--- src/rtl/w1_commit_if.sv ---
// W1 stage commit bus: W1 register contents and divider result in,
// stall/issue feedback and registered architectural-state write ports out.
interface w1_commit_if;
  logic        W1_M2Issued, W1_Flush, W1_M2Exception;
  logic [4:0]  W1_M2ExcCode;
  logic [31:0] W1_RestartPC;
  logic        W1_IsBDS;
  logic [31:0] W1_BadVAddr;
  logic [4:0]  W1_RtRd;
  logic        W1_RegWrite, W1_HiWrite, W1_LoWrite, W1_MemToReg, W1_Div, W1_ICacheOp, W1_Eret;
  logic [31:0] W1_ALUResult, W1_ReadData;
  logic        Div_Done;
  logic [31:0] Div_Hi, Div_Lo;
  logic        W1_Stall, W1_Issued, ICache_Go;
  logic        W2_RegWrite;
  logic [4:0]  W2_RtRd;
  logic [31:0] W2_WriteData;
  logic        W2_HiWrite, W2_LoWrite;
  logic [31:0] W2_Hi, W2_Lo;
  logic        Exc_Valid;
  logic [4:0]  Exc_Code;
  logic [31:0] Exc_EPC;
  logic        Exc_BD;
  logic [31:0] Exc_BadVAddr;
  logic        Eret_Commit;

  modport master (
    output W1_M2Issued, W1_Flush, W1_M2Exception, W1_M2ExcCode, W1_RestartPC, W1_IsBDS,
           W1_BadVAddr, W1_RtRd, W1_RegWrite, W1_HiWrite, W1_LoWrite, W1_MemToReg, W1_Div,
           W1_ICacheOp, W1_Eret, W1_ALUResult, W1_ReadData, Div_Done, Div_Hi, Div_Lo,
    input  W1_Stall, W1_Issued, ICache_Go, W2_RegWrite, W2_RtRd, W2_WriteData, W2_HiWrite,
           W2_LoWrite, W2_Hi, W2_Lo, Exc_Valid, Exc_Code, Exc_EPC, Exc_BD, Exc_BadVAddr,
           Eret_Commit
  );

  modport slave (
    input  W1_M2Issued, W1_Flush, W1_M2Exception, W1_M2ExcCode, W1_RestartPC, W1_IsBDS,
           W1_BadVAddr, W1_RtRd, W1_RegWrite, W1_HiWrite, W1_LoWrite, W1_MemToReg, W1_Div,
           W1_ICacheOp, W1_Eret, W1_ALUResult, W1_ReadData, Div_Done, Div_Hi, Div_Lo,
    output W1_Stall, W1_Issued, ICache_Go, W2_RegWrite, W2_RtRd, W2_WriteData, W2_HiWrite,
           W2_LoWrite, W2_Hi, W2_Lo, Exc_Valid, Exc_Code, Exc_EPC, Exc_BD, Exc_BadVAddr,
           Eret_Commit
  );
endinterface

--- src/rtl/w1_commit.sv ---
// Writeback commit controller: decides retire/stall/trap for the W1 instruction
// and registers the GPR, HI/LO, exception and ERET commit ports.
module w1_commit (
  input  logic        clock,
  input  logic        reset,
  w1_commit_if.slave  bus
);
  localparam logic [1:0] RUN      = 2'd0;
  localparam logic [1:0] DIV_WAIT = 2'd1;
  localparam logic [1:0] ICACHE2  = 2'd2;

  logic [1:0] state, state_nxt;
  logic       v, trap, retire, stall, go;

  always_comb begin
    v         = bus.W1_M2Issued & ~bus.W1_Flush;
    state_nxt = state;
    trap      = 1'b0;
    retire    = 1'b0;
    stall     = 1'b0;
    go        = 1'b0;
    case (state)
      RUN: begin
        if (v & bus.W1_M2Exception) trap = 1'b1;
        else if (v & bus.W1_Div & ~bus.Div_Done) begin
          stall     = 1'b1;
          state_nxt = DIV_WAIT;
        end else if (v & bus.W1_ICacheOp) begin
          stall     = 1'b1;
          go        = 1'b1;
          state_nxt = ICACHE2;
        end else if (v) retire = 1'b1;
      end
      DIV_WAIT: begin
        if (bus.W1_Flush) state_nxt = RUN;
        else if (bus.Div_Done) begin
          retire    = 1'b1;
          state_nxt = RUN;
        end else stall = 1'b1;
      end
      ICACHE2: begin
        // The launch already went out; a flush here only cancels the retire.
        retire    = ~bus.W1_Flush;
        state_nxt = RUN;
      end
      default: state_nxt = RUN;
    endcase
  end

  assign bus.W1_Stall  = reset & stall;
  assign bus.W1_Issued = reset & (trap | retire);

  always_ff @(posedge clock or negedge reset) begin
    if (!reset) begin
      state            <= RUN;
      bus.ICache_Go    <= 1'b0;
      bus.W2_RegWrite  <= 1'b0;
      bus.W2_RtRd      <= '0;
      bus.W2_WriteData <= '0;
      bus.W2_HiWrite   <= 1'b0;
      bus.W2_LoWrite   <= 1'b0;
      bus.W2_Hi        <= '0;
      bus.W2_Lo        <= '0;
      bus.Exc_Valid    <= 1'b0;
      bus.Exc_Code     <= '0;
      bus.Exc_EPC      <= '0;
      bus.Exc_BD       <= 1'b0;
      bus.Exc_BadVAddr <= '0;
      bus.Eret_Commit  <= 1'b0;
    end else begin
      state           <= state_nxt;
      bus.ICache_Go   <= go;
      bus.W2_RegWrite <= retire & bus.W1_RegWrite & (bus.W1_RtRd != 5'd0);
      bus.W2_HiWrite  <= retire & bus.W1_HiWrite;
      bus.W2_LoWrite  <= retire & bus.W1_LoWrite;
      bus.Eret_Commit <= retire & bus.W1_Eret;
      bus.Exc_Valid   <= trap;
      if (retire) begin
        bus.W2_RtRd      <= bus.W1_RtRd;
        bus.W2_WriteData <= bus.W1_MemToReg ? bus.W1_ReadData : bus.W1_ALUResult;
        bus.W2_Hi        <= bus.W1_Div ? bus.Div_Hi : bus.W1_ALUResult;
        bus.W2_Lo        <= bus.W1_Div ? bus.Div_Lo : bus.W1_ALUResult;
      end
      if (trap) begin
        bus.Exc_Code     <= bus.W1_M2ExcCode;
        bus.Exc_EPC      <= bus.W1_RestartPC;
        bus.Exc_BD       <= bus.W1_IsBDS;
        bus.Exc_BadVAddr <= bus.W1_BadVAddr;
      end
    end
  end
endmodule

--- src/flat_wrapper.sv ---
// flat-port wrapper written by rule: the top's interface ports become plain ports
module w1_commit_flat 
  (clock, reset, bus_W1_M2Issued, bus_W1_Flush, bus_W1_M2Exception, bus_W1_M2ExcCode, bus_W1_RestartPC, bus_W1_IsBDS, bus_W1_BadVAddr, bus_W1_RtRd, bus_W1_RegWrite, bus_W1_HiWrite, bus_W1_LoWrite, bus_W1_MemToReg, bus_W1_Div, bus_W1_ICacheOp, bus_W1_Eret, bus_W1_ALUResult, bus_W1_ReadData, bus_Div_Done, bus_Div_Hi, bus_Div_Lo, bus_W1_Stall, bus_W1_Issued, bus_ICache_Go, bus_W2_RegWrite, bus_W2_RtRd, bus_W2_WriteData, bus_W2_HiWrite, bus_W2_LoWrite, bus_W2_Hi, bus_W2_Lo, bus_Exc_Valid, bus_Exc_Code, bus_Exc_EPC, bus_Exc_BD, bus_Exc_BadVAddr, bus_Eret_Commit);
  w1_commit_if bus_i ();
  input  logic clock;
  input  logic reset;
  input wire logic [$bits(bus_i.W1_M2Issued)-1:0] bus_W1_M2Issued;
  input wire logic [$bits(bus_i.W1_Flush)-1:0] bus_W1_Flush;
  input wire logic [$bits(bus_i.W1_M2Exception)-1:0] bus_W1_M2Exception;
  input wire logic [$bits(bus_i.W1_M2ExcCode)-1:0] bus_W1_M2ExcCode;
  input wire logic [$bits(bus_i.W1_RestartPC)-1:0] bus_W1_RestartPC;
  input wire logic [$bits(bus_i.W1_IsBDS)-1:0] bus_W1_IsBDS;
  input wire logic [$bits(bus_i.W1_BadVAddr)-1:0] bus_W1_BadVAddr;
  input wire logic [$bits(bus_i.W1_RtRd)-1:0] bus_W1_RtRd;
  input wire logic [$bits(bus_i.W1_RegWrite)-1:0] bus_W1_RegWrite;
  input wire logic [$bits(bus_i.W1_HiWrite)-1:0] bus_W1_HiWrite;
  input wire logic [$bits(bus_i.W1_LoWrite)-1:0] bus_W1_LoWrite;
  input wire logic [$bits(bus_i.W1_MemToReg)-1:0] bus_W1_MemToReg;
  input wire logic [$bits(bus_i.W1_Div)-1:0] bus_W1_Div;
  input wire logic [$bits(bus_i.W1_ICacheOp)-1:0] bus_W1_ICacheOp;
  input wire logic [$bits(bus_i.W1_Eret)-1:0] bus_W1_Eret;
  input wire logic [$bits(bus_i.W1_ALUResult)-1:0] bus_W1_ALUResult;
  input wire logic [$bits(bus_i.W1_ReadData)-1:0] bus_W1_ReadData;
  input wire logic [$bits(bus_i.Div_Done)-1:0] bus_Div_Done;
  input wire logic [$bits(bus_i.Div_Hi)-1:0] bus_Div_Hi;
  input wire logic [$bits(bus_i.Div_Lo)-1:0] bus_Div_Lo;
  output wire logic [$bits(bus_i.W1_Stall)-1:0] bus_W1_Stall;
  output wire logic [$bits(bus_i.W1_Issued)-1:0] bus_W1_Issued;
  output wire logic [$bits(bus_i.ICache_Go)-1:0] bus_ICache_Go;
  output wire logic [$bits(bus_i.W2_RegWrite)-1:0] bus_W2_RegWrite;
  output wire logic [$bits(bus_i.W2_RtRd)-1:0] bus_W2_RtRd;
  output wire logic [$bits(bus_i.W2_WriteData)-1:0] bus_W2_WriteData;
  output wire logic [$bits(bus_i.W2_HiWrite)-1:0] bus_W2_HiWrite;
  output wire logic [$bits(bus_i.W2_LoWrite)-1:0] bus_W2_LoWrite;
  output wire logic [$bits(bus_i.W2_Hi)-1:0] bus_W2_Hi;
  output wire logic [$bits(bus_i.W2_Lo)-1:0] bus_W2_Lo;
  output wire logic [$bits(bus_i.Exc_Valid)-1:0] bus_Exc_Valid;
  output wire logic [$bits(bus_i.Exc_Code)-1:0] bus_Exc_Code;
  output wire logic [$bits(bus_i.Exc_EPC)-1:0] bus_Exc_EPC;
  output wire logic [$bits(bus_i.Exc_BD)-1:0] bus_Exc_BD;
  output wire logic [$bits(bus_i.Exc_BadVAddr)-1:0] bus_Exc_BadVAddr;
  output wire logic [$bits(bus_i.Eret_Commit)-1:0] bus_Eret_Commit;
  assign bus_i.W1_M2Issued = bus_W1_M2Issued;
  assign bus_i.W1_Flush = bus_W1_Flush;
  assign bus_i.W1_M2Exception = bus_W1_M2Exception;
  assign bus_i.W1_M2ExcCode = bus_W1_M2ExcCode;
  assign bus_i.W1_RestartPC = bus_W1_RestartPC;
  assign bus_i.W1_IsBDS = bus_W1_IsBDS;
  assign bus_i.W1_BadVAddr = bus_W1_BadVAddr;
  assign bus_i.W1_RtRd = bus_W1_RtRd;
  assign bus_i.W1_RegWrite = bus_W1_RegWrite;
  assign bus_i.W1_HiWrite = bus_W1_HiWrite;
  assign bus_i.W1_LoWrite = bus_W1_LoWrite;
  assign bus_i.W1_MemToReg = bus_W1_MemToReg;
  assign bus_i.W1_Div = bus_W1_Div;
  assign bus_i.W1_ICacheOp = bus_W1_ICacheOp;
  assign bus_i.W1_Eret = bus_W1_Eret;
  assign bus_i.W1_ALUResult = bus_W1_ALUResult;
  assign bus_i.W1_ReadData = bus_W1_ReadData;
  assign bus_i.Div_Done = bus_Div_Done;
  assign bus_i.Div_Hi = bus_Div_Hi;
  assign bus_i.Div_Lo = bus_Div_Lo;
  assign bus_W1_Stall = bus_i.W1_Stall;
  assign bus_W1_Issued = bus_i.W1_Issued;
  assign bus_ICache_Go = bus_i.ICache_Go;
  assign bus_W2_RegWrite = bus_i.W2_RegWrite;
  assign bus_W2_RtRd = bus_i.W2_RtRd;
  assign bus_W2_WriteData = bus_i.W2_WriteData;
  assign bus_W2_HiWrite = bus_i.W2_HiWrite;
  assign bus_W2_LoWrite = bus_i.W2_LoWrite;
  assign bus_W2_Hi = bus_i.W2_Hi;
  assign bus_W2_Lo = bus_i.W2_Lo;
  assign bus_Exc_Valid = bus_i.Exc_Valid;
  assign bus_Exc_Code = bus_i.Exc_Code;
  assign bus_Exc_EPC = bus_i.Exc_EPC;
  assign bus_Exc_BD = bus_i.Exc_BD;
  assign bus_Exc_BadVAddr = bus_i.Exc_BadVAddr;
  assign bus_Eret_Commit = bus_i.Eret_Commit;
  w1_commit u_core (.clock(clock), .reset(reset), .bus(bus_i));
endmodule
--- config.mk ---
export PLATFORM = sky130hd
export DESIGN_NAME = w1_commit_flat
export DESIGN_NICKNAME = d
export VERILOG_FILES = /design/src/rtl/w1_commit_if.sv /design/src/rtl/w1_commit.sv /design/src/flat_wrapper.sv
export SDC_FILE = /design/constraint.sdc
export NUM_CORES = 1
export LEC_CHECK = 0
export ABC_AREA = 1
export BUFFER_PORTS_ARGS = -buffer_cell sky130_fd_sc_hd__buf_2
export CAP_MARGIN = 20
export CORE_AREA = 2 2 154 156
export CTS_CLUSTER_SIZE = 16
export DETAILED_ROUTE_END_ITERATION = 12
export DIE_AREA = 0 0 156 158
export PLACE_DENSITY = 0.67
export REMOVE_ABC_BUFFERS = 1
export SLEW_MARGIN = 20
export SYNTH_ARGS = -nofsm -noshare
export SYNTH_HDL_FRONTEND = slang
export SYNTH_SLANG_ARGS = --single-unit
--- constraint.sdc ---
create_clock -name clock -period 1.1 [get_ports clock]
set_input_delay 0.165 -clock clock [delete_from_list [all_inputs] [get_ports clock]]
set_output_delay 0.165 -clock clock [all_outputs]
set_load 0.01 [all_outputs]
==> results of run 1 <==
## worst register-to-register path, delay by kind of cell, from the launching register on
family	cells	cell delay, ps
buffers and inverters	4	780
AND/OR/NAND/NOR	4	500
flip-flops	1	390
## synthesized netlist by cell type (all sizes together)
cell / n / area [sq um]
nor3: 1 / 5.000
a21boi: 1 / 7.510
mux2: 32 / 360.4
nand2: 582 / 2185
clkbuf: 22 / 83.83
o21ai: 2 / 10.01
nand3: 105 / 525.5
nor2: 14 / 52.55
inv: 12 / 45.04
buf: 39 / 214.0
dfrtp: 179 / 4479
a21oi: 1 / 8.760
nand4: 1 / 6.260
## logic make-up (layout without fill, tap and decap cells)
family,Yosys count,after routing,share of synthesized area (%)
compound gates,4,4,0.3292
buf+inv,73,701,4.295
flops,179,179,56.11
mux,32,32,4.514
other cells,0,4,0
simple gates,703,705,34.75
## power by group
part / internal (mW) / leakage, nW / total (mW) / switching [mW]
combinational: 4.28 / 6.04 / 8.24 / 3.96
sequential: 8.03 / 2.25 / 9.01 / 0.979
clock: 3.40 / 0.303 / 6.41 / 3.02
total: 15.7 / 8.60 / 23.7 / 7.96
## cell type report
class / count / area [sq um] / share of cell area, %
flip-flops and latches: 179 / 4479 / 29.42
diodes: 4 / 10.01 / 0.06574
clock buffers: 19 / 452.9 / 2.975
multi-input cells: 741 / 3827 / 25.14
repair buffers: 657 / 5882 / 38.63
clock inverters: 13 / 157.7 / 1.035
well taps: 290 / 362.8 / 2.383
inverters: 12 / 55.05 / 0.3615
## worst min-delay path by stage
stage | depth (start not counted) | slack [ps] | endpoint | from
floorplan | 0 | -130 | u_core.bus.Eret_Commit | reset
CTS | 5 | 20 | u_core.bus.W2_Lo[8] | bus_Div_Lo[8]
global route | 5 | 40 | u_core.bus.W2_Hi[17] | bus_Div_Hi[17]
detailed placement | 2 | 200 | u_core.bus.Exc_EPC[15] | reset
global placement | 2 | 200 | u_core.bus.W2_Lo[8] | reset
finish | 5 | 30 | u_core.bus.W2_Lo[8] | bus_Div_Lo[8]
## sequential cells by signal, summed over array words and instances (netlist names)
name                     flops
u_core.bus.Exc_BadVAddr     32
u_core.bus.Exc_EPC          32
u_core.bus.W2_Hi            32
u_core.bus.W2_Lo            32
u_core.bus.W2_WriteData     32
u_core.bus.Exc_Code          5
u_core.bus.W2_RtRd           5
u_core.state                 2
u_core.bus.Eret_Commit       1
u_core.bus.Exc_BD            1
u_core.bus.Exc_Valid         1
u_core.bus.ICache_Go         1
u_core.bus.W2_HiWrite        1
u_core.bus.W2_LoWrite        1
u_core.bus.W2_RegWrite       1
## metrics by stage
stage	setup TNS (ps)	hold slack, ps	total power, mW
2_1_floorplan	-623240	-130.6	11.31
3_3_place_gp	-57920	201.4	14.11
3_5_place_dp	-66880	202.1	14.23
4_1_cts	-94580	21.07	23.25
5_1_grt	-120090	38.72	24.75
6_report	-92910	31.64	23.66
## timing repair
item	CTS	global route
cloned	46	1
setup endpoints to repair	356	465
buffers inserted	103	8
hold endpoints to repair	258	0
gates resized for setup	257	87
hold buffers	80	0
pin swaps	50	10
## metal layers
layer	GRT usage [%]	vias to the layer above
met5	0	-
met4	14.64	0
met1	33.03	4542
met2	50.63	588
met3	7.473	123
li1	-	4361
==> results.py, run 1 <==
metrics = {
    "outcome": {
        "run_status": "finished, violations left",
        "violations": "setup timing",
    },
    "final_layout": {
        "nets": 1824,
        "mostFrequentLayoutCells": "nand2_1 (445), buf_2 (356), dfrtp_1 (179)",
        "final_common_cell": "nand2_1",
        "postLayoutCoreUtil_pct": 66.06,
        "stdcell_count": 1915,
        "synthToLayoutAreaGrowth_pct": 90.75,
        "num-fill-cells": 1728,
        "drive_gt1_share_pct": 49.41,
        "fin_area_sq_um": 15230,
    },
    "place": {
        "place.port_buffers": 394,
        "gp_congestion": 0.8215,
        "dp_cells": 1648,
        "dpl_worst_slack_ps": -490.8,
        "dp_hpwl_mm": 18.97,
        "place_area_sq_um": 10520,
    },
    "synthesis": {
        "netlist_instances": 991,
        "ys_warn_count": 0,
        "ys_ff_latch": 179,
        "ys_seq_area_share_pct": 56.11,
        "synth_area_sq_um": 7983,
        "synth.avg_cell_area_sq_um": 8.055,
        "synthDistinctLibCells": 18,
    },
    "timing": {
        "setup_slack_ps": -683.7,
        "worst_slew_pin_slew_ps": 544.3,
        "hold_violations": 0,
        "maxSlewViolCount": 0,
        "clock.fmax_ghz": 0.5606,
        "finalClockSkew_ps": 8.321,
        "fin_crit_ps": 1784,
        "rsz0062_at_grt": "true",
        "finalSetupViolCount": 350,
        "relSlewSlack_pct": 63.71,
        "min_period_over_period_pct": 162.2,
    },
    "setup_path": {
        "crit_path_max_incr_delay_ps": 390,
        "r2r_end": "u_core.bus.W2_Lo[7]",
        "cp.arrival_ps": 1620,
        "cp-endpoint": "bus_W1_Issued",
        "timing.rr.start": "u_core.state[0]",
        "startpoint_type": "flop",
        "cp_num_buf_inv": 3,
        "cp-startpoint": "u_core.state[0]",
        "rrSetupSlack_ps": -670,
        "crit_path_top_delay_cell": "dfrtp_1",
        "worstPathCellList": "nor2_2, nand4_1, buf_4, nand3_2, nand2_2, inv_2, buf_6",
        "cp.required_ps": 940,
        "rr_worst_depth": 8,
        "cp-end-kind": "primary output",
        "critPathTopFamily": "simple AND/OR/NAND/NOR gates",
        "cp_max_fo": 2,
        "path_depth": 7,
        "worstSetupPathType": "reg2out",
    },
    "global_route": {
        "gr-usage-all-layers_pct": 29.00,
        "grt_max_degree": 108,
        "grt.overflow.total": 0,
        "grt_pass1_wl_mm": 54.11,
        "grt_pass1_vias": 9653,
        "antenna_found_initial": 3,
    },
    "drt": {
        "routed_wl_mm": 36.85,
        "drc_errors": 0,
        "highest_layer": "met4",
        "drtPass1Iterations": 7,
        "route.met3.wl_mm": 3.112,
        "wl_met2_mm": 18.49,
        "drtIter0Drc": 775,
        "ant_nets": 0,
        "wl_per_cell_microns": 19.24,
        "wl_met1_mm": 13.59,
        "viasPerCell": 5.020,
        "vias": 9614,
    },
    "run": {
        "drv_cap": 0,
    },
    "clock_network": {
        "clock-sinks": 179,
        "clk_latency_ps": 430,
        "clock-root-buffer": "clkbuf_16",
        "path_clk_slew_ps": 70,
        "clockBufferDepth": 2,
        "cts_tree": "done",
        "htree_levels": 4,
        "cts_inserted_buffers": 17,
    },
    "die": {
        "die_area_sq_um": 24650,
        "row_count": 56,
        "num_io_pins": 395,
        "start_util_pct": 34.63,
        "die_width_microns": 156,
        "die_h_microns": 158,
        "core_sq_um": 23050,
    },
    "worst_hold_path": {
        "worstHoldPathType": "in2reg",
    },
    "power": {
        "ir_drop_uv": 799.3,
        "power_density_nw_per_um2": 1554,
        "cellLeakagePower_nw": 8.597,
    },
}
Note: power is estimated with default switching activity, not from simulation.
==> inputs of run 2 (changes only) <==
--- a/config.mk
+++ b/config.mk
@@ -8,11 +8,11 @@
 export ABC_AREA = 1
 export BUFFER_PORTS_ARGS = -buffer_cell sky130_fd_sc_hd__buf_2
 export CAP_MARGIN = 20
-export CORE_AREA = 2 2 154 156
+export CORE_AREA = 2 2 153 155
 export CTS_CLUSTER_SIZE = 16
 export DETAILED_ROUTE_END_ITERATION = 12
-export DIE_AREA = 0 0 156 158
-export PLACE_DENSITY = 0.67
+export DIE_AREA = 0 0 155 157
+export PLACE_DENSITY = 0.65
 export REMOVE_ABC_BUFFERS = 1
 export SLEW_MARGIN = 20
 export SYNTH_ARGS = -nofsm -noshare
==> constraint.sdc (replaced) <==
create_clock -name clock -period 2.1 [get_ports clock]
set_input_delay 0.315 -clock clock [delete_from_list [all_inputs] [get_ports clock]]
set_output_delay 0.315 -clock clock [all_outputs]
set_load 0.01 [all_outputs]
==> run 2 against run 1 <==
The flow now finishes without violations. Clock power shrank 52%. Sequential cell count unchanged. Hold slack improved by 51 ps. Largest power group unchanged.
==> results.py, run 2 (synthesis gave the netlist of run 1 again) <==
metrics = {
    "outcome": {
        "run_status": "finished clean",
    },
    "power": {
        "power_mw": 10.44,
        "cellLeakagePower_nw": 6.491,
        "power_density_nw_per_um2": 963.6,
        "ir_drop_uv": 510.1,
        "seqPwrFrac_pct": 44.4,
        "swShare_pct": 33.15,
        "pwr-share-comb_pct": 25.9,
        "clock_power_share_pct": 29.7,
        "p_switching_mw": 3.463,
        "power.internal_mw": 6.982,
    },
    "global_route": {
        "grt_pass1_vias": 7040,
        "gr-usage-all-layers_pct": 20.16,
        "use_met2_pct": 33.67,
        "grt.overflow.total": 0,
        "grt_max_degree": 102,
        "use_met3_pct": 5.589,
        "grt_pass1_wl_mm": 38.07,
        "met1_usage_pct": 25.14,
        "grt.busiest_layer": "met2",
        "antenna_found_initial": 3,
    },
    "timing": {
        "fin_crit_ps": 1901,
        "maxSlewViolCount": 0,
        "hold_violations": 0,
        "relSlewSlack_pct": 51.16,
        "holdWs_ps": 83.03,
        "clock.fmax_ghz": 0.5259,
        "setup_tns_ps": 0,
        "worst_slew_pin_slew_ps": 732.6,
        "min_period_over_period_pct": 90.54,
        "finalSetupViolCount": 0,
        "finalClockSkew_ps": 10.84,
        "rsz0062_at_grt": "false",
    },
    "drt": {
        "viasPerCell": 4.658,
        "vias": 7719,
        "routed_wl_mm": 25.58,
        "drtPass1Iterations": 5,
        "wl_per_cell_microns": 15.44,
        "ant_nets": 0,
        "drc_errors": 0,
        "drtIter0Drc": 594,
    },
    "clock_network": {
        "clockBufferDepth": 2,
        "clock-root-buffer": "clkbuf_16",
        "clk_latency_ps": 420,
        "clock-sinks": 179,
        "cts_inserted_buffers": 17,
        "path_clk_slew_ps": 80,
        "htree_levels": 4,
        "ctsResizeCount": 0,
        "cts_tree": "done",
    },
    "final_layout": {
        "mostFrequentLayoutCells": "nand2_1 (581), buf_2 (393), dfrtp_1 (179)",
        "n_antenna_cell": 0,
        "drive_gt1_share_pct": 34.11,
        "num-fill-cells": 2244,
        "synthToLayoutAreaGrowth_pct": 35.78,
        "nets": 1575,
        "multi_input_area_sq_um": 3181,
        "stdcell_count": 1657,
        "final_common_cell": "nand2_1",
        "regArea_sq_um": 4479,
    },
    "place": {
        "place.port_buffers": 394,
        "dp_hpwl_mm": 18.38,
        "gp_congestion": 0.8517,
        "dp_cells": 1623,
    },
    "die": {
        "die_area_sq_um": 24340,
        "num_io_pins": 395,
        "die_width_microns": 155,
        "die_h_microns": 157,
        "start_util_pct": 35.47,
        "core_sq_um": 22500,
        "row_count": 55,
    },
    "setup_path": {
        "critPathTopFamily": "flip-flops",
        "worstPathCellList": "nor2_1, nand2_1, a21boi_0, buf_2",
        "crit_path_max_incr_delay_ps": 400,
        "rr_worst_depth": 6,
        "cp.arrival_ps": 1590,
        "cp_num_buf_inv": 1,
        "path_depth": 4,
        "worstSetupPathType": "reg2out",
        "cp_max_fo": 3,
        "rrSetupSlack_ps": 490,
        "r2r_end": "u_core.bus.W2_Hi[22]",
        "startpoint_type": "flop",
        "timing.rr.start": "u_core.state[1]",
        "cp.required_ps": 1780,
        "cp-end-kind": "primary output",
        "crit_path_top_delay_cell": "dfrtp_1",
    },
    "worst_hold_path": {
        "worstHoldPathType": "in2reg",
        "holdPathEnd": "u_core.bus.Exc_EPC[20]",
        "hp-start": "bus_W1_RestartPC[20]",
        "whs_path_depth": 3,
    },
    "run": {
        "drv_cap": 0,
    },
}
[run 2: worst max-delay path by stage]
stage / start / to / slack [ps]
6_report: u_core.state[1] / bus_W1_Stall / 200
5_1_grt: u_core.state[1] / bus_W1_Stall / 50
4_1_cts: u_core.state[1] / bus_W1_Issued / 60
3_5_place_dp: bus_W1_Flush / u_core.bus.W2_Hi[13] / 260
3_3_place_gp: bus_W1_Flush / u_core.bus.W2_Hi[11] / 330
2_1_floorplan: u_core.state[1] / u_core.bus.Eret_Commit / -3710
[run 2: worst reg2reg max path: cells and delay by family (launching register included)]
| kind | cells | cell delay (ps) |
|---|---|---|
| buf+inv | 2 | 490 |
| flops | 1 | 400 |
| simple gates | 4 | 620 |
[run 2: layout make-up]
type,count,area share (%)
Inverter,12,0.4156
Clock inverter,12,1.085
Tap cell,285,3.290
Sequential cell,179,41.33
Clock buffer,20,4.213
Multi-Input combinational cell,739,29.34
Timing Repair Buffer,410,20.33
[run 2: power by group through the flow]
stage	logic (mW)	clock network, mW	registers, mW
after floorplan	0.901	0	5.02
after global placement	2.69	0	4.68
after detailed placement	2.75	0	4.68
after CTS	2.75	3.20	4.64
after global routing	3.01	3.34	4.72
final	2.71	3.10	4.64
[run 2: metrics by stage]
stage | cell area [sq um] | worst slack (ps) | utilization (%)
5_1_grt | 10840 | 53.51 | 48.17
3_5_place_dp | 10250 | 258.8 | 45.54
4_1_cts | 10830 | 58.30 | 48.13
3_3_place_gp | 10250 | 333.0 | 45.54
6_report | 10840 | 198.6 | 48.17
2_1_floorplan | 7685 | -3707 | -
[run 2: per-layer routing]
| metal | vias up | part of all wire, % |
|---|---|---|
| li1 | 3819 | - |
| met5 | - | 0.11 |
| met3 | 43 | 7.4 |
| met2 | 340 | 48 |
| met1 | 3513 | 42 |
| met4 | 4 | 2.6 |
[run 2: what timing repair did]
item	CTS	global route
setup buffers	0	1
endpoints found under the setup margin	0	1
endpoints found under the hold margin	4	0
hold buffers	1	0
